--- config.mk ---
export PLATFORM = sky130hd
export DESIGN_NAME = keypad_bcd_encoder
export DESIGN_NICKNAME = d
export VERILOG_FILES = /design/src/rtl/keypad_bcd_encoder.sv
export SDC_FILE = /design/constraint.sdc
export NUM_CORES = 1
export LEC_CHECK = 0
export ABC_AREA = 0
export BUFFER_PORTS_ARGS = -buffer_cell sky130_fd_sc_hd__buf_2
export CORE_ASPECT_RATIO = 1.4
export CORE_UTILIZATION = 43
export DETAILED_ROUTE_END_ITERATION = 12
export HOLD_SLACK_MARGIN = 0.08
export PLACE_DENSITY_LB_ADDON = 0.15
export SYNTH_ARGS = -nofsm -noshare
export SYNTH_HDL_FRONTEND = slang
export SYNTH_SLANG_ARGS = --single-unit
export TNS_END_PERCENT = 20
--- constraint.sdc ---
create_clock -name clk -period 4.06 [get_ports clk]
set_input_delay 0.609 -clock clk [delete_from_list [all_inputs] [get_ports clk]]
set_output_delay 0.609 -clock clk [all_outputs]
set_load 0.01 [all_outputs]
--- src/rtl/keypad_bcd_encoder.sv ---
// Decimal keypad to BCD encoder: two-flop synchronizer, debounce FSM and a
// valid/ready handshake that delivers each key press exactly once.
module keypad_bcd_encoder #(
  parameter int unsigned DEBOUNCE_CYCLES = 4
) (
  input  logic       clk,
  input  logic       rst,
  input  logic [9:0] key,
  input  logic       ready,
  output logic [3:0] bcd,
  output logic       valid,
  output logic       err,
  output logic [7:0] press_cnt
);

  localparam logic [1:0] S_IDLE     = 2'd0;
  localparam logic [1:0] S_DEBOUNCE = 2'd1;
  localparam logic [1:0] S_VALID    = 2'd2;
  localparam logic [1:0] S_RELEASE  = 2'd3;

  localparam logic [7:0] CNT_LAST = 8'(DEBOUNCE_CYCLES - 1);

  logic [9:0] r_sync1;
  logic [9:0] r_sync2;
  logic [9:0] r_pat;
  logic [1:0] r_state;
  logic [7:0] r_cnt;
  logic [7:0] r_press_cnt;
  logic [3:0] r_bcd;
  logic       r_valid;
  logic       r_err;

  logic [3:0] w_ones;
  logic       w_onehot;
  logic       w_multi;
  logic [3:0] w_pat_idx;

  always_comb begin
    w_ones    = '0;
    w_pat_idx = '0;
    for (int unsigned i = 0; i < 10; i++) begin
      w_ones = w_ones + {3'b000, r_sync2[i]};
      if (r_pat[i]) w_pat_idx = 4'(i);
    end
    w_onehot = (w_ones == 4'd1);
    w_multi  = (w_ones >= 4'd2);
  end

  always_ff @(posedge clk) begin
    if (rst) begin
      r_sync1     <= '0;
      r_sync2     <= '0;
      r_pat       <= '0;
      r_state     <= S_IDLE;
      r_cnt       <= '0;
      r_press_cnt <= '0;
      r_bcd       <= '0;
      r_valid     <= 1'b0;
      r_err       <= 1'b0;
    end else begin
      r_sync1 <= key;
      r_sync2 <= r_sync1;
      r_err   <= w_multi;
      case (r_state)
        S_IDLE: begin
          if (w_onehot) begin
            r_pat   <= r_sync2;
            r_cnt   <= '0;
            r_state <= S_DEBOUNCE;
          end
        end
        S_DEBOUNCE: begin
          // Any deviation from the captured pattern restarts the debounce.
          if (r_sync2 != r_pat) begin
            r_state <= S_IDLE;
          end else if (r_cnt == CNT_LAST) begin
            r_bcd   <= w_pat_idx;
            r_valid <= 1'b1;
            r_state <= S_VALID;
          end else begin
            r_cnt <= r_cnt + 8'd1;
          end
        end
        S_VALID: begin
          if (ready) begin
            r_valid     <= 1'b0;
            r_press_cnt <= r_press_cnt + 8'd1;
            r_state     <= S_RELEASE;
          end
        end
        default: begin
          if (r_sync2 == '0) r_state <= S_IDLE;
        end
      endcase
    end
  end

  assign bcd       = r_bcd;
  assign valid     = r_valid;
  assign err       = r_err;
  assign press_cnt = r_press_cnt;

endmodule

==> summary.md <==
| Metric | Value |
|---|---|
| Fillers | `524` |
| Yosys warning count | `0` |
| WHS Path Cells | `1` |
| Top-area cell type share of the netlist area | `44.7%` |
| Gr usage total | `17.2%` |
| # hold bufs at CTS | `0` |
| Top FF cell, synth | `dfxtp_1` |
| Root Driver | `clkbuf_8` |
| RR Startpoint | `r_sync2[3]` |
| Synthesized area | `2420 um2` |
| Residual DRC | `0` |
| Die W | `65.4 um` |
| Initial Util | `45.8%` |
| Worst-Margin Slew | `822 ps` |
| Startpoint types | `register` |
| Grt total ovfl | `0` |
| Max-Cap Viols | `0` |
| Clock sinks | `54` |
| Critical Path AT | `3930 ps` |
| VDD IR max | `285 uV` |
| Synth area leader | `dfxtp_1` |
| Detailed-route via count | `1,789` |
| Via density | `5.07` |
| Max-slew violations | `0` |
| # port buffers | `26` |
| CP Buf/Inv Count | `5` |
| Clk_lat worst skew | `310 ps` |
| Async S/R FF share, synth | `0%` |
| Syn avg cell area | `9.45 um2` |
| Die Y | `90.7 um` |
| Final net count | `310` |
| Number of synthesized flops with an enable pin | `0` |
| Max stage delay on crit path | `510 ps` |
| Hold path endpoint | `r_sync2[6]` |
| Power Density | `431 nW/um2` |
| RSZ-0062 raised after global routing | `no` |
| Max Clk Rate | `266 MHz` |
| RD Place Congestion | `0.824` |
| Number of global-route vias before repair | `1,769` |
| Die area | `5930 um2` |
| ANT nets after route | `0` |
| Core ar. | `5280 um2` |
| Placed Area | `2640 um2` |
| Worst hold margin | `439 ps` |
| HP Start | `r_sync1[6]` |
| Leakage | `1.10 nW` |
| Layout cell share with drive strength beyond 1 | `16.4%` |
| R2R Path End | `r_pat[6]` |
| Kind of critical path | `register to register` |
| Max clock buf depth | `2` |
| Io pins | `27` |
| CTS H-Tree Depth | `2` |
| Total routed wirelength | `4430 um` |
| First-pass GRT wire length | `7840 um` |
| Critical-path cell list | `fa_1, fa_1, inv_1, fa_1, inv_1, ha_1, inv_1, fa_1, a2111oi_1, buf_4, o2111ai_2, buf_4, a21oi_1, nor2_1` |
| Ant diodes | `0` |
| Clock slew at reported path FFs | `90 ps` |
| Type of the worst min-delay path | `register to register` |
| R2r setup slk | `300 ps` |
| DRT iter0 DRCs | `60` |
| Most used cell, CP | `fa_1` |
| Pre-Repair DR Iteration Count | `4` |
| Final hold vios | `0` |
| Final critical-path required period | `3760 ps` |
| Initial antenna violation count | `0` |
| Rows | `31` |
| CP delay by family, top | `adder cells` |
| Yosys cell types | `43` |
| Post-synthesis sequential area ratio | `44.7%` |
| Critical Path Sink Type | `register` |
| Setup TNS | `0 ps` |
| Largest cells by area after synthesis | `dfxtp_1 (45%), nor2_1 (5.4%), nor2b_1 (5.4%)` |
| CP Data Required Time | `4230 ps` |
| Clk_skew | `5.95 ps` |
| Worst path slowest cell | `fa_1` |
| Rel. slew slack | `45.2%` |
| Reg2Reg Depth | `14` |
| Area Overhead vs Synth | `13.8%` |
| Register bit total from synthesis | `54` |
| Final Cycle Share | `92.6%` |
| Inserted Clock Buffers | `5` |
| Final Setup Violations | `0` |
| Syn Inst Count | `256` |
| Pin count of the biggest net entering global routing | `49` |
| DP Wirelength | `3280 um` |
| Post-layout instance area | `2750 um2` |
| Status | `finished clean` |
| TritonCTS clock tree | `built` |
| Routed WL per cell | `12.5 um` |
| CP Max Fanout | `15` |
| Syn_nets | `280` |
==> flip-flops by register name, indices dropped and copies added (netlist names) <==
name / cells
r_sync2: 10
r_pat: 10
r_state: 2
r_cnt: 8
bcd: 4
err: 1
valid: 1
press_cnt: 8
r_sync1: 10
==> cells in the final DEF (no fill, tap or decap), types with 3 or more instances in the layout <==
cell type / netlist / final
a21oi_1: 12 / 12
a31oi_1: 7 / 7
and3_1: 3 / 3
buf_2: 1 / 26
buf_4: 0 / 5
clkbuf_8: 0 / 5
dfxtp_1: 54 / 54
fa_1: 6 / 6
ha_1: 5 / 5
inv_1: 18 / 18
mux2i_1: 10 / 10
nand2_1: 6 / 6
nand2b_1: 5 / 4
nand3_1: 6 / 6
nand4_1: 8 / 8
nor2_1: 35 / 35
nor2b_1: 21 / 21
nor3_1: 4 / 4
o21ai_0: 4 / 4
xnor2_1: 12 / 12
xor2_1: 5 / 5
==> cell families after synthesis <==
family / after synthesis / synth area share (%)
xor gates and xnor gates: 17 / 6.16
adders and majority gates: 11 / 7.55
DFF: 54 / 44.7
and+or+nand+nor: 102 / 23.6
buffers and inverters: 26 / 4.09
muxes: 10 / 4.14
AOI/OAI and AO/OA: 36 / 9.78
==> per-layer routing <==
| metal | vias up | share of wire (%) | global-route usage (%) |
|---|---|---|---|
| met3 | 11 | 2.2 | 3.41 |
| met2 | 25 | 52 | 30.5 |
| met1 | 827 | 42 | 18.5 |
| met4 | 0 | 3.7 | 9.06 |
| li1 | 926 | - | - |
| met5 | - | 0 | 0 |
==> cell usage after synthesis, types with 2 or more instances <==
library cell and count:
inv_1 18, or2_2 2, nand2_1 6, a21oi_1 12, and3_1 3, a21boi_0 2, o21ai_0 4, mux2i_1 10
a31oi_1 7, fa_1 6, ha_1 5, nand3_1 6, dfxtp_1 54, nand4_1 8, a211oi_1 2, nand2b_1 5
xor2_1 5, nor2b_1 21, clkbuf_1 6, and2_1 2, xnor2_1 12, nor3_1 4, nor4b_1 2, nor2_1 35
==> cell type report <==
type	instances	area (um2)	area share, %
Inverter	18	67.6	2.46
Timing Repair Buffer	31	168	6.09
Clock inverter	2	37.5	1.36
Clock buffer	6	72.6	2.64
Multi-Input combinational cell	176	1240	45.2
Sequential cell	54	1080	39.3
Tap cell	66	82.6	3.00
==> what timing repair did <==
action,CTS,global route
setup buffers,0,0
setup endpoints to repair,0,13
gates resized for setup,0,2
==> power by group <==
group | switching [W] | internal, W
clock network | 0.000171 | 0.000184
logic | 0.000138 | 0.000108
registers | 0.0000282 | 0.000556
==> worst reg2reg max path: stages, from the launching register on <==
cell       delay (ps)
dfxtp_1           420
fa_1              470
fa_1              510
inv_1              50
fa_1              420
inv_1              60
ha_1              150
inv_1              50
fa_1              370
a2111oi_1         380
buf_4             180
o2111ai_2         110
buf_4             230
a21oi_1           180
nor2_1             50
==> worst max path at each step <==
stage                    start  endpoint  slack (ps)  depth (start not counted)
floorplan           r_sync2[0]  r_cnt[3]         300                         13
global placement    r_sync2[3]  r_cnt[6]         320                         14
detailed placement  r_sync2[3]  r_cnt[1]         250                         14
CTS                 r_sync2[3]  r_cnt[3]         230                         14
global route        r_sync2[3]  r_pat[5]          30                         14
finish              r_sync2[3]  r_pat[6]         300                         14
==> stage by stage <==
stage / total power, W / worst slack [ps] / util (%) / cells
after global placement: 0.000840 / 317 / 50.0 / 345
final: 0.00119 / 302 / 52.2 / 353
after floorplan: 0.000782 / 299 / - / 256
after detailed placement: 0.000842 / 252 / 50.0 / 345
after CTS: 0.00120 / 225 / 52.1 / 353
after global routing: 0.00126 / 26.2 / 52.2 / 353
No activity file was read; power rests on OpenSTA's default activity.
